**config.mk**
```make
export PLATFORM = sky130hd
export DESIGN_NAME = dma_region_guard
export DESIGN_NICKNAME = d
export VERILOG_FILES = /design/src/rtl/dma_region_guard.sv
export SDC_FILE = /design/constraint.sdc
export NUM_CORES = 1
export LEC_CHECK = 0
export ABC_AREA = 1
export BUFFER_PORTS_ARGS = -buffer_cell sky130_fd_sc_hd__buf_2
export CORE_UTILIZATION = 44
export DETAILED_ROUTE_END_ITERATION = 8
export PLACE_DENSITY = 0.78
export SETUP_SLACK_MARGIN = 0.1
export SYNTH_ARGS = -nofsm -noshare
export SYNTH_HDL_FRONTEND = slang
export SYNTH_SLANG_ARGS = --single-unit
```
**constraint.sdc**
```tcl
create_clock -name mclk -period 2.7 [get_ports mclk]
set_input_delay 0 -clock mclk [delete_from_list [all_inputs] [get_ports mclk]]
set_output_delay 0 -clock mclk [all_outputs]
set_load 0.03 [all_outputs]
```
**src/rtl/dma_region_guard.sv**
```systemverilog
// -----------------------------------------------------------------------------
// dma_region_guard
//   Multi-region DMA kill logic that sits beside the openMSP430 core.
//
//   The guard requests a core reset in two cases:
//     - DMA is active while the CPU executes from secure ROM.
//     - DMA touches any of the protected address windows, whatever the CPU is
//       doing.
//
//   Once tripped, the guard holds reset for at least KILL_HOLD quiet cycles.
//   After that it waits until the CPU pc reaches RESET_HANDLER, and only then
//   re-arms. Sticky per-source flags and a saturating event counter record what
//   happened.
//
// Ports
//   mclk        in   system clock
//   reset_n     in   asynchronous active-low reset
//   pc          in   CPU program counter
//   dma_addr    in   DMA address
//   dma_en      in   DMA access valid this cycle
//   clr_stat    in   synchronous clear of viol_flags / viol_cnt
//   reset       out  kill/reset request to the core (active high)
//   pc_in_rom   out  pc lies inside the secure ROM window
//   viol_flags  out  sticky: bit0 = DMA during ROM execution,
//                    bit i+1 = DMA hit region i
//   viol_cnt    out  saturating count of RUN->KILL transitions
// -----------------------------------------------------------------------------
module dma_region_guard #(
  parameter logic [15:0]               SMEM_BASE     = 16'hA000,
  parameter logic [15:0]               SMEM_SIZE     = 16'h4000,
  parameter int                        NUM_REGIONS   = 2,
  parameter logic [16*NUM_REGIONS-1:0] REGION_BASE   = {16'h0200, 16'h6A00},
  parameter logic [16*NUM_REGIONS-1:0] REGION_LAST   = {16'h02FF, 16'h6A3F},
  parameter logic [15:0]               RESET_HANDLER = 16'h0000,
  parameter int                        KILL_HOLD     = 4,
  parameter int                        CNT_W         = 8
) (
  input  logic                   mclk,
  input  logic                   reset_n,
  input  logic [15:0]            pc,
  input  logic [15:0]            dma_addr,
  input  logic                   dma_en,
  input  logic                   clr_stat,
  output logic                   reset,
  output logic                   pc_in_rom,
  output logic [NUM_REGIONS:0]   viol_flags,
  output logic [CNT_W-1:0]       viol_cnt
);

  localparam logic [15:0]       SMEM_LAST   = SMEM_BASE + SMEM_SIZE - 16'd2;
  localparam int                HOLD_W      = (KILL_HOLD > 1) ? $clog2(KILL_HOLD) : 1;
  localparam logic [HOLD_W-1:0] HOLD_RELOAD = HOLD_W'(KILL_HOLD - 1);
  localparam logic [CNT_W-1:0]  CNT_MAX     = {CNT_W{1'b1}};

  typedef enum logic [1:0] {
    S_KILL = 2'd0,
    S_WAIT = 2'd1,
    S_RUN  = 2'd2
  } state_t;

  state_t              r_state;
  state_t              w_state_nxt;
  logic [HOLD_W-1:0]   r_hold_cnt;
  logic [HOLD_W-1:0]   w_hold_nxt;
  logic                w_kill_event;

  logic [NUM_REGIONS:0] r_viol_flags;
  logic [CNT_W-1:0]     r_viol_cnt;

  logic [NUM_REGIONS-1:0] w_hit;
  logic                   w_pc_in_rom;
  logic                   w_rom_viol;
  logic                   w_invalid;

  // ---------------------------------------------------------------------------
  // Violation detection (combinational, zero latency)
  // ---------------------------------------------------------------------------
  assign w_pc_in_rom = (pc >= SMEM_BASE) && (pc <= SMEM_LAST);
  assign w_rom_viol  = dma_en & w_pc_in_rom;

  // A region whose last address is below its base can never satisfy both
  // compares, so such a region is disabled without any extra logic.
  for (genvar gi = 0; gi < NUM_REGIONS; gi++) begin : g_region
    assign w_hit[gi] = dma_en
                     & (dma_addr >= REGION_BASE[16*gi +: 16])
                     & (dma_addr <= REGION_LAST[16*gi +: 16]);
  end

  assign w_invalid = w_rom_viol | (|w_hit);

  // ---------------------------------------------------------------------------
  // Kill / wait / run sequencing
  // ---------------------------------------------------------------------------
  always_comb begin
    w_state_nxt  = r_state;
    w_hold_nxt   = r_hold_cnt;
    w_kill_event = 1'b0;
    case (r_state)
      S_KILL: begin
        if (w_invalid) begin
          w_hold_nxt = HOLD_RELOAD;
        end else if (r_hold_cnt == '0) begin
          w_state_nxt = S_WAIT;
        end else begin
          w_hold_nxt = r_hold_cnt - 1'b1;
        end
      end
      S_WAIT: begin
        // A violation always wins over the re-arm pc.
        if (w_invalid) begin
          w_state_nxt = S_KILL;
          w_hold_nxt  = HOLD_RELOAD;
        end else if (pc == RESET_HANDLER) begin
          w_state_nxt = S_RUN;
        end
      end
      S_RUN: begin
        if (w_invalid) begin
          w_state_nxt  = S_KILL;
          w_hold_nxt   = HOLD_RELOAD;
          w_kill_event = 1'b1;
        end
      end
      default: begin
        w_state_nxt = S_KILL;
        w_hold_nxt  = HOLD_RELOAD;
      end
    endcase
  end

  always_ff @(posedge mclk or negedge reset_n) begin
    if (!reset_n) begin
      r_state    <= S_KILL;
      r_hold_cnt <= HOLD_RELOAD;
    end else begin
      r_state    <= w_state_nxt;
      r_hold_cnt <= w_hold_nxt;
    end
  end

  // ---------------------------------------------------------------------------
  // Sticky status: a set in the same cycle as clr_stat survives the clear
  // ---------------------------------------------------------------------------
  always_ff @(posedge mclk or negedge reset_n) begin
    if (!reset_n) begin
      r_viol_flags <= '0;
      r_viol_cnt   <= '0;
    end else begin
      r_viol_flags <= (clr_stat ? '0 : r_viol_flags) | {w_hit, w_rom_viol};
      if (clr_stat) begin
        r_viol_cnt <= w_kill_event ? CNT_W'(1) : '0;
      end else if (w_kill_event && (r_viol_cnt != CNT_MAX)) begin
        r_viol_cnt <= r_viol_cnt + CNT_W'(1);
      end
    end
  end

  // The registered state keeps reset high after the violating cycle; the
  // invalid term gives the same-cycle kill.
  assign reset      = (r_state != S_RUN) | w_invalid;
  assign pc_in_rom  = w_pc_in_rom;
  assign viol_flags = r_viol_flags;
  assign viol_cnt   = r_viol_cnt;

endmodule

```
==> metrics.md <==
| Metric | Value |
|---|---|
| Avg Inst Size Synth | 7.04 sq um |
| Io pins | a little under 50 |
| Hold Path Stages | 3 |
| WP data arrival | 1840 ps |
| HP Class | in -> reg |
| Clk_lat worst skew | 290 ps |
| Final HPWL DP | ~2100 microns |
| Die area | 2720 sq um |
| CP Data Required Time | 2890 ps |
| Final Hold Viols | 0 |
| RSZ-0062 raised after global routing | false |
| Worst-margin pin slew | 439 ps |
| Clock sinks | 15 |
| Initial antenna violation count | 0 |
| Vias/cell | between 4 and 5 |
| GP Congestion | 0.801 |
| DRT iter0 DRCs | 25 |
| Syn nets | 198 |
| Yosys cell types | 26 |
| N_diodes | 0 |
| Starting density of the core | 48.1% |
| Synth area leaders | dfrtp_1, nand2_1, inv_1, nor2_1, nand3_1 |
| Max Fclk | 606 MHz |
| Endpoints failing setup | 0 |
| Synthesized area | roughly 1100 sq um |
| Pre-CTS setup slack | 1080 ps |
| Power Density | 447 nW/um^2 |
| H-Tree Depth | 1 |
| Chip Width | 52.1 microns |
| Post-route minimum period | 1650 ps |
| Synth warnings | 0 |
| GR Util All Layers | 21.8% |
| Count of pins over their slew limit | 0 |
| R2r endpoint | viol_cnt[6] |
| Post-synth ARST share | 100% |
| Dpl cells | between 200 and 250 |
| Leading area contributor after synthesis | dfrtp_1 |
| Cell internal pwr | 402 uW |
| Yosys top cell area share | roughly 29% |
| Clock root cell | clkbuf_4 |
| Comb power frac | about a third |
| Slew HR | 70.7% |
| Vias | 1147 |
| DRC | 0 |
| Switching portion of total power | 35.0% |
| Routed Antenna Nets | 0 |
| Max_cap viols | 0 |
| Cell Area, Placed | 1350 sq um |
| Startpoint types | flop |
| Clk pwr share | 21.0% |
| Seq pwr share | 44.0% |
| Sw Pwr | around 220 uW |
| Wire per inst | 10.8 microns |
| Gate Count Post-Synth | ~160 |
| Layout cells sized above 1 | 29.1% |
| Count leader, synth | nand2_1 |
| Tcrit/Tclk final | 61.1% |
| Leakage | 0.000806 uW |
| WS Path Type | reg -> reg |
| Core region area | 2300 sq um |
| Setup TNS | 0 ps |
| Peak supply drop | 366 uV |
| IO buf count | 42 |
| Worst Hold End | viol_flags[0] |
| R2r setup slk | 1050 ps |
| CTS tree | done |
| Commonest cells in the synthesized netlist | nand2_1, inv_1, nor2_1, nand3_1, dfrtp_1 |
| GR Overflow Total | 0 |
| Synth Flop Type | dfrtp_1 |
| Worst R2R Path Depth | 10 |
| Worst-path clk slew | around 90 ps |
| Number of synthesized flops with an enable pin | 0 |
| Status | finished clean |
| Die height | 52.1 microns |
| Final wirelength | between 2000 and 2500 microns |
| Fin nets | between 200 and 250 |
| Sequential area share after synthesis | 34.2% |
| Final cell count without fillers | 231 |
| Final worst slack | 1050 ps |
| Worst Skew | 3.59 ps |
| First-pass GRT wire length | 4370 microns |
| Syn-to-layout area delta | 25.2% |
| CP endpoint kind | flop |
| Vias in the first global route | ~1100 |
| Crit Path Max Fanout | 10 |
| Largest net degree at the start of global routing | 16 |
| Row count | 17 |
| Initial DRT Pass Iterations | 4 |
| Reg-to-Reg Start | viol_cnt[0] |
| Yosys reg bits | 15 |
| Cts bufs inserted | 3 |
| Maximum buffer depth of the clock tree | 2 |
| Min-delay src | pc[15] |
| Design area | about 1400 sq um |
==> logic make-up (layout without fill, tap and decap cells) <==
family                     after synthesis  after routing  synth area share [%]
and+or+nand+nor                        101            101                  44.3
xor gates and xnor gates                 4              4                  3.17
adders and majority gates                5              5                  5.66
DFF                                     15             15                  34.2
AOI/OAI and AO/OA                        8              8                  4.53
buffers and inverters                   24             70                  8.14
==> timing repair <==
action	4_1_cts	5_1_grt
hold buffers	1	0
endpoints found under the setup margin	0	0
hold endpoints to repair	15	0
buffers inserted	0	0
gates resized for setup	0	0
==> layout by cell type (no fill, tap or decap), types with 2 or more instances in the layout <==
master / count
nand2_1: 43
buf_2: 42
inv_1: 23
nor2_1: 21
nand3_1: 15
dfrtp_1: 13
nand4_1: 7
ha_1: 5
xor2_1: 3
clkbuf_4: 3
nand2_2: 2
nand3_4: 2
a21oi_1: 2
o21ai_0: 2
nand2_4: 2
o21ai_2: 2
nor3_1: 2
nor4_1: 2
dfstp_2: 2
==> how the worst max path moves through the flow <==
stage	from	to	slack (ps)
floorplan	viol_cnt[0]	viol_cnt[6]	1010
CTS	viol_cnt[0]	viol_cnt[6]	1040
detailed placement	viol_cnt[0]	viol_cnt[6]	1080
global route	viol_cnt[0]	viol_cnt[6]	900
finish	viol_cnt[0]	viol_cnt[6]	1050
global placement	viol_cnt[0]	viol_cnt[6]	1100
==> sequential cells by signal (all words and copies together), names as in the netlist <==
register,flops
viol_cnt,8
viol_flags,3
r_state,2
r_hold_cnt,2
==> cell type report <==
cell class | count | area (sq um)
inverter | 23 | 86.3
tap | 28 | 35.0
sequential | 15 | 378
multi-input combinational | 118 | 638
timing repair buffer | 43 | 220
fill | 222 | 912
clock inverter | 1 | 5.00
clock buffer | 3 | 22.5
==> power groups by stage <==
stage                     registers [uW]  logic (uW)  clock network (uW)
after floorplan                      275         144                   0
after global placement               275         192                   0
after detailed placement             277         215                   0
after CTS                            272         218                 134
after global routing                 274         246                 146
final                                272         217                 130
==> layer usage <==
metal	part of all wire [%]	global-route usage (%)	up-vias	wire, microns
met1	43	24.1	531	1080
met5	0	0	-	0
met3	3.6	5.26	0	89
met4	0	6.14	0	0
li1	-	-	593	-
met2	53	40.8	23	1320
==> stage by stage <==
| stage | utilization [%] | total power [uW] | hold WS, ps |
|---|---|---|---|
| 2_1_floorplan | - | 419 | -296 |
| 6_report | 60.3 | 619 | 28.7 |
| 3_3_place_gp | 58.7 | 466 | -83.9 |
| 4_1_cts | 60.3 | 624 | 19.2 |
| 3_5_place_dp | 58.7 | 492 | -80.5 |
| 5_1_grt | 60.3 | 666 | 32.5 |
==> critical path, cell delays in order (launching register included) <==
cell	delay, ps
dfrtp_1	450
ha_1	230
nand2_1	60
inv_1	70
nand3_1	90
nor2_1	140
nand2_1	110
nand3_4	160
nand2_4	100
nand2_1	100
o21ai_2	50
(Power assumes the default switching activity.)
